**src/rtl/led_panel_scanner_pkg.sv**
```systemverilog
// Shared types and constants for the LED panel scanner.
// Holds the scan FSM states, the pixel channel offsets inside a BRAM word,
// and a helper that picks one bit-plane bit out of an 8-bit channel.
package led_pkg;

    typedef enum logic [2:0] {
        IDLE,
        RD_TOP,
        RD_BOT,
        SHIFT_LO,
        SHIFT_HI,
        BLANK,
        LATCH,
        DISPLAY
    } state_t;

    localparam int R_LSB = 0;
    localparam int G_LSB = 8;
    localparam int B_LSB = 16;

    // Selects bit 'plane' of an 8-bit colour channel.
    function automatic logic plane_bit(input logic [7:0] chan, input logic [2:0] plane);
        return chan[plane];
    endfunction

endpackage

```
**src/rtl/led_panel_scanner_bcm_timer.sv**
```systemverilog
// BCM display-window timer.
// Loaded during LATCH with the window length BASE_TICKS<<plane and counts it
// down while the scanner sits in DISPLAY. 'last' marks the final display
// cycle; 'oe_off' tells the scanner whether the next display cycle must be
// blanked. With LED_PANEL_SCANNER_BRIGHTNESS_EN defined, a second counter
// holds the on-time ((window*brightness)>>8) so the LEDs go dark early while
// the window length itself stays unchanged.
module bcm_timer
    import led_pkg::*;
#(
    parameter int BIT_DEPTH  = 8,
    parameter int BASE_TICKS = 4,
    parameter int PLANE_W    = 3,
    parameter int CNT_W      = $clog2(BASE_TICKS << (BIT_DEPTH - 1)) + 1
) (
    input  logic               clk,
    input  logic               rst,
    input  logic               load,
    input  logic               run,
    input  logic [PLANE_W-1:0] plane,
`ifdef LED_PANEL_SCANNER_BRIGHTNESS_EN
    input  logic [7:0]         brightness,
`endif
    output logic               last,
    output logic               oe_off
);

    logic [CNT_W-1:0] win;
    logic [CNT_W-1:0] cnt;

    assign win  = CNT_W'(BASE_TICKS) << plane;
    assign last = (cnt == CNT_W'(1));

    // Window counter: load at LATCH, count down through DISPLAY.
    always_ff @(posedge clk or posedge rst) begin
        if (rst) begin
            cnt <= '0;
        end else if (load) begin
            cnt <= win;
        end else if (run && cnt != '0) begin
            cnt <= cnt - 1'b1;
        end
    end

`ifdef LED_PANEL_SCANNER_BRIGHTNESS_EN
    logic [CNT_W+7:0] prod;
    logic [CNT_W-1:0] thr;
    logic [CNT_W-1:0] on_left;

    assign prod = (CNT_W + 8)'(win) * (CNT_W + 8)'(brightness);
    assign thr  = prod[CNT_W+7:8];

    // On-time counter: brightness is sampled only when the window is loaded.
    always_ff @(posedge clk or posedge rst) begin
        if (rst) begin
            on_left <= '0;
        end else if (load) begin
            on_left <= thr;
        end else if (run && on_left != '0) begin
            on_left <= on_left - 1'b1;
        end
    end

    // At load the first display cycle is dark only for a zero on-time;
    // afterwards the next cycle is dark once at most one on-cycle remains.
    assign oe_off = load ? (thr == '0) : (on_left <= CNT_W'(1));
`else
    assign oe_off = 1'b0;
`endif

endmodule

```
**src/rtl/led_panel_scanner.sv**
```systemverilog
// HUB75 LED panel scanner fed from the frame-buffer BRAM read port.
// Walks rows and BCM bit-planes: for every column it reads the top and
// bottom pixel, shifts one bit of each channel out, then blanks, latches
// and lights the row for BASE_TICKS<<plane cycles.
// Optional feature macro: LED_PANEL_SCANNER_BRIGHTNESS_EN (adds the
// 8-bit 'brightness' input that shortens the on-time inside each window).
//
// BRAM read interface: fixed latency, no backpressure. When b_en is high
// in a cycle, b_dout carries mem[b_addr] during the following cycle.
module led_panel_scanner
    import led_pkg::*;
#(
    parameter int COL_BITS   = 6,
    parameter int ROW_BITS   = 4,
    parameter int BIT_DEPTH  = 8,
    parameter int BASE_TICKS = 4,
    parameter int DATA_WIDTH = 32,
    parameter int ADDR_WIDTH = 1 + ROW_BITS + COL_BITS
) (
    input  logic                  clk,
    input  logic                  rst,
    input  logic                  enable,
`ifdef LED_PANEL_SCANNER_BRIGHTNESS_EN
    input  logic [7:0]            brightness,
`endif
    output logic                  b_en,
    output logic [ADDR_WIDTH-1:0] b_addr,
    input  logic [DATA_WIDTH-1:0] b_dout,
    output logic                  panel_r0,
    output logic                  panel_g0,
    output logic                  panel_b0,
    output logic                  panel_r1,
    output logic                  panel_g1,
    output logic                  panel_b1,
    output logic [ROW_BITS-1:0]   panel_a,
    output logic                  panel_clk,
    output logic                  panel_lat,
    output logic                  panel_oe,
    output logic                  frame_done
);

    localparam int PLANE_W = (BIT_DEPTH > 1) ? $clog2(BIT_DEPTH) : 1;

    state_t                state;
    logic [ROW_BITS-1:0]   row;
    logic [COL_BITS-1:0]   col;
    logic [PLANE_W-1:0]    plane;
    logic                  tmr_last;
    logic                  tmr_oe_off;
    logic [2:0]            pidx;
    logic                  unused_dout;

    assign pidx        = 3'(plane);
    assign unused_dout = &{1'b0, b_dout[DATA_WIDTH-1:24]};

    bcm_timer #(
        .BIT_DEPTH (BIT_DEPTH),
        .BASE_TICKS(BASE_TICKS),
        .PLANE_W   (PLANE_W)
    ) u_timer (
        .clk       (clk),
        .rst       (rst),
        .load      (state == LATCH),
        .run       (state == DISPLAY),
        .plane     (plane),
`ifdef LED_PANEL_SCANNER_BRIGHTNESS_EN
        .brightness(brightness),
`endif
        .last      (tmr_last),
        .oe_off    (tmr_oe_off)
    );

    // Scan FSM; every output is registered with the value of the state being entered.
    always_ff @(posedge clk or posedge rst) begin
        if (rst) begin
            state      <= IDLE;
            row        <= '0;
            col        <= '0;
            plane      <= '0;
            b_en       <= 1'b0;
            b_addr     <= '0;
            panel_r0   <= 1'b0;
            panel_g0   <= 1'b0;
            panel_b0   <= 1'b0;
            panel_r1   <= 1'b0;
            panel_g1   <= 1'b0;
            panel_b1   <= 1'b0;
            panel_a    <= '0;
            panel_clk  <= 1'b0;
            panel_lat  <= 1'b0;
            panel_oe   <= 1'b1;
            frame_done <= 1'b0;
        end else begin
            b_en       <= 1'b0;
            panel_clk  <= 1'b0;
            panel_lat  <= 1'b0;
            panel_oe   <= 1'b1;
            frame_done <= 1'b0;
            case (state)
                IDLE: begin
                    if (enable) begin
                        state  <= RD_TOP;
                        b_en   <= 1'b1;
                        b_addr <= ADDR_WIDTH'({1'b0, row, col});
                    end
                end
                RD_TOP: begin
                    state  <= RD_BOT;
                    b_en   <= 1'b1;
                    b_addr <= ADDR_WIDTH'({1'b1, row, col});
                end
                RD_BOT: begin
                    // Top pixel is on b_dout now.
                    state    <= SHIFT_LO;
                    panel_r0 <= plane_bit(b_dout[R_LSB +: 8], pidx);
                    panel_g0 <= plane_bit(b_dout[G_LSB +: 8], pidx);
                    panel_b0 <= plane_bit(b_dout[B_LSB +: 8], pidx);
                end
                SHIFT_LO: begin
                    // Bottom pixel is on b_dout now; panel_clk rises with it.
                    state     <= SHIFT_HI;
                    panel_clk <= 1'b1;
                    panel_r1  <= plane_bit(b_dout[R_LSB +: 8], pidx);
                    panel_g1  <= plane_bit(b_dout[G_LSB +: 8], pidx);
                    panel_b1  <= plane_bit(b_dout[B_LSB +: 8], pidx);
                end
                SHIFT_HI: begin
                    if (&col) begin
                        col     <= '0;
                        state   <= BLANK;
                        panel_a <= row;
                    end else begin
                        col    <= col + 1'b1;
                        state  <= RD_TOP;
                        b_en   <= 1'b1;
                        b_addr <= ADDR_WIDTH'({1'b0, row, col + 1'b1});
                    end
                end
                BLANK: begin
                    state     <= LATCH;
                    panel_lat <= 1'b1;
                end
                LATCH: begin
                    state    <= DISPLAY;
                    panel_oe <= tmr_oe_off;
                end
                DISPLAY: begin
                    if (!tmr_last) begin
                        panel_oe <= tmr_oe_off;
                    end else if (plane != PLANE_W'(BIT_DEPTH - 1)) begin
                        plane  <= plane + 1'b1;
                        state  <= RD_TOP;
                        b_en   <= 1'b1;
                        b_addr <= ADDR_WIDTH'({1'b0, row, col});
                    end else begin
                        plane <= '0;
                        row   <= row + 1'b1;
                        if (&row) begin
                            frame_done <= 1'b1;
                            if (enable) begin
                                state  <= RD_TOP;
                                b_en   <= 1'b1;
                                b_addr <= '0;
                            end else begin
                                state <= IDLE;
                            end
                        end else begin
                            state  <= RD_TOP;
                            b_en   <= 1'b1;
                            b_addr <= ADDR_WIDTH'({1'b0, row + 1'b1, col});
                        end
                    end
                end
                default: state <= IDLE;
            endcase
        end
    end

endmodule

```
**config.mk**
```make
export PLATFORM = sky130hd
export DESIGN_NAME = led_panel_scanner
export DESIGN_NICKNAME = d
export VERILOG_FILES = /design/src/rtl/led_panel_scanner_pkg.sv /design/src/rtl/led_panel_scanner_bcm_timer.sv /design/src/rtl/led_panel_scanner.sv
export SDC_FILE = /design/constraint.sdc
export NUM_CORES = 1
export LEC_CHECK = 0
export ABC_AREA = 1
export CORE_MARGIN = 2
export CORE_UTILIZATION = 47
export CTS_CLUSTER_DIAMETER = 150
export DETAILED_ROUTE_END_ITERATION = 12
export GPL_TIMING_DRIVEN = 1
export PLACE_DENSITY = 0.77
export SLEW_MARGIN = 10
export SYNTH_ARGS = -nofsm -noshare
export SYNTH_HDL_FRONTEND = slang
export SYNTH_SLANG_ARGS = --single-unit
```
**constraint.sdc**
```tcl
create_clock -name clk -period 1.7 [get_ports clk]
set_input_delay 0.51 -clock clk [delete_from_list [all_inputs] [get_ports clk]]
set_output_delay 0.51 -clock clk [all_outputs]
set_load 0.02 [all_outputs]
```
==> impl_metrics.tcl <==
set metrics [dict create \
    outcome "finished, final reports clean" \
    r2r_end "b_addr[2]" \
    regToRegSetupSlack_ps 60 \
    synth_top_family_by_area "simple AND/OR/NAND/NOR gates" \
    grt_pass1_wl_mm 12.2 \
    pwr-share-comb_pct 55.3 \
    synthesis.nets 502 \
    synth_fa_ha_area_share_pct 5.84 \
    grt.total_usage_pct 19.9 \
    drc 0 \
    ys.flop_type "dfrtp_1" \
    relSlewSlack_pct 74.8 \
    switching_share_pct 44.7 \
    critPathLaunchType "flip-flop" \
    pre_cts_ws_ps -248 \
    cpMaxStageDelayCell "dfstp_2" \
    power_density_nw_per_um2 1360 \
    maxSlewViolCount 0 \
    crit_required_ps 1190 \
    cp_cell_sequence "dlygate4sd2_1" \
    num_rows 30 \
    worst_pin_slew_ps 378 \
    overflow 0 \
    cp-startpoint "panel_oe" \
    yosys.area_share.simple_pct 37.3 \
    hpwl_mm 5.65 \
    ioPinCount 61 \
    synth_mux_area_share_pct 0.311 \
    p_int_mw 3.16 \
    p_seq_share_pct 32.1 \
    antenna_cells 0 \
    syn_avg_cell_area_sq_um 7.11 \
    clockBufferDepth 2 \
    antenna_found_initial 0 \
    min_delay_path_depth 2 \
    fillCellCount 585 \
    critPathBufInv 1 \
    worstPathArrival_ps 1150 \
    end_kind "primary output" \
    synth-xor-area-share_pct 0.545 \
    htree_levels 2 \
    power_switching_mw 2.55 \
    grt_pass1_vias 2827 \
    clkTransAtPathRegs_ps 100 \
    fin_ws_ps 41.2 \
    crit_fanout 1 \
    die_y_um 86.7 \
    min_from "b_addr[2]" \
    wire_per_inst_um 12.4 \
    async_flop_share_pct 100 \
    drive_gt1_share_pct 14.9 \
    synth_cell_types 31 \
    finalHoldViolCount 0 \
    portBuffers 52 \
    synth_edf_count 0 \
    drtIter0Drc 103 \
    design_area_sq_um 4210 \
    hp-class "reg2reg" \
    hold_end "b_addr[2]" \
    path_delay_family "flip-flops" \
    synthCells 452 \
    fin_crit_ps 1660 \
    core-area_sq_um 6720 \
    maxCapViolCount 0 \
    via_per_inst 5.11 \
    via_count 3112 \
    cts_tree "built" \
    critPathMaxStageDelay_ps 520 \
    setup_viol 0 \
    synth_area_sq_um 3210 \
    clk_latency_ps 310 \
    syn_to_final_growth_pct 31.1 \
    grt_max_degree 24 \
    ys_warn_count 0 \
    yosysSeqAreaShare_pct 40.5 \
    cts_root_buf "clkbuf_8" \
    gp_congestion 0.895 \
    clock_skew_ps 13.0 \
    clock_power_share_pct 12.6 \
    r2r_start "pidx[1]" \
    dr.pass1.iters 4 \
    rsz0062_at_grt "yes" \
    dpl_cell_area_sq_um 3990 \
    fmax_mhz 603 \
    postRouteAntennaNets 0 \
    worst-setup-path-type "reg2out" \
    start_util_pct 47.8 \
    rr_worst_depth 10 \
    p_leak_nw 2.26 \
    period_share_pct 97.6 \
    cts_buffers 5 \
    die_w_um 86.7 \
    wirelength_mm 7.54 \
    ir_drop_mv 0.692 \
    nets 578 \
    ys_seq_elements 52 \
    dieArea_sq_um 7520 \
    cts.sinks 52 \
    synth_compound_area_share_pct 7.71 \
]
[per-layer routing]
| layer | GRT usage [%] | wire, um | vias to the layer above | part of all wire (%) |
|---|---|---|---|---|
| li1 | - | - | 1588 | - |
| met1 | 27.6 | 3520 | 1450 | 47 |
| met2 | 33.6 | 3710 | 65 | 49 |
| met3 | 2.38 | 244 | 9 | 3.2 |
| met4 | 4.26 | 70 | 0 | 0.93 |
| met5 | 0 | 0 | - | 0 |
[layout by cell type (no fill, tap or decap), types with 2 or more instances in the layout]
cell type,count
nand2_4,7
clkinv_2,3
nand2_2,5
dlygate4sd2_1,26
ha_1,8
buf_12,3
inv_1,35
clkbuf_8,6
nand3_1,58
buf_4,26
nand4_1,3
nand2_1,150
nand3_4,2
nor2_1,41
nor2_4,5
o21ai_1,3
nor2_2,3
dfrtp_1,51
clkdlybuf4s50_1,25
o21ai_0,40
xor2_1,2
a21oi_1,2
inv_2,3
ha_4,2
ha_2,5
[stage by stage]
step	TNS, ps	hold slack, ps	util (%)	std cells	power, mW
floorplan	0	498	-	452	3.88
global placement	-2750	458	59.4	596	4.74
detailed placement	-3080	460	59.4	596	4.81
CTS	0	479	60.5	604	5.46
global route	-141	498	62.7	609	6.21
finish	0	472	62.7	609	5.71
[power by group through the flow]
stage | combinational (mW) | clock, mW | sequential (mW)
6_report | 3.16 | 0.721 | 1.83
5_1_grt | 3.55 | 0.786 | 1.87
4_1_cts | 2.90 | 0.745 | 1.81
3_5_place_dp | 2.96 | 0 | 1.84
3_3_place_gp | 2.91 | 0 | 1.83
2_1_floorplan | 1.89 | 0 | 1.99
[worst max path at each step]
stage	end	slack (ps)	depth (start not counted)
floorplan	b_addr[0]	3	12
global placement	b_addr[5]	-220	6
detailed placement	b_addr[3]	-250	8
CTS	panel_oe	30	1
global route	b_addr[4]	-30	10
finish	panel_oe	40	1
[synthesized netlist by cell type (2+ instances only)]
library cell  number  area, sq um
clkbuf_1           4         15.0
buf_2              6         30.0
o21ai_1            2         10.0
nor2_4             3         33.8
nand2_2            5         31.3
inv_1             40          150
nand2_4            2         22.5
buf_6              2         22.5
nand4_1            3         18.8
dfrtp_1           51         1280
nor2_1            43          161
a21oi_1            2         10.0
buf_4              2         15.0
xor2_1             2         17.5
nand2_1          155          582
o21ai_0           41          205
nor2_2             3         18.8
nand3_1           59          295
ha_1              15          188
[registers in the layout, summed over array words and instances, names as in the netlist, 3 cells and up]
signal,cells
b_addr,11
u_timer.cnt,10
col,6
panel_a,4
row,4
pidx,3
state,3
[final cells by class]
class | instances | area (sq um) | share of cell area (%)
multi-input cells | 344 | 1790 | 42.4
flip-flops and latches | 52 | 1300 | 30.9
clock buffers | 6 | 82.6 | 1.96
clock inverters | 2 | 10.0 | 0.238
inverters | 43 | 174 | 4.13
well taps | 80 | 100 | 2.38
repair buffers | 82 | 757 | 18.0
[cell families after synthesis]
| group | Yosys count |
|---|---|
| mux | 1 |
| simple gates | 278 |
| fa+ha+maj | 15 |
| compound gates | 47 |
| xor+xnor | 2 |
| buf+inv | 57 |
| flops | 52 |
[what timing repair did]
action	in CTS	in global routing
gates resized for setup	28	31
setup endpoints to repair	36	22
buffers inserted	0	3
pin swaps	0	9
gates cloned	0	2
hold buffers	0	0
(Power assumes the default switching activity.)
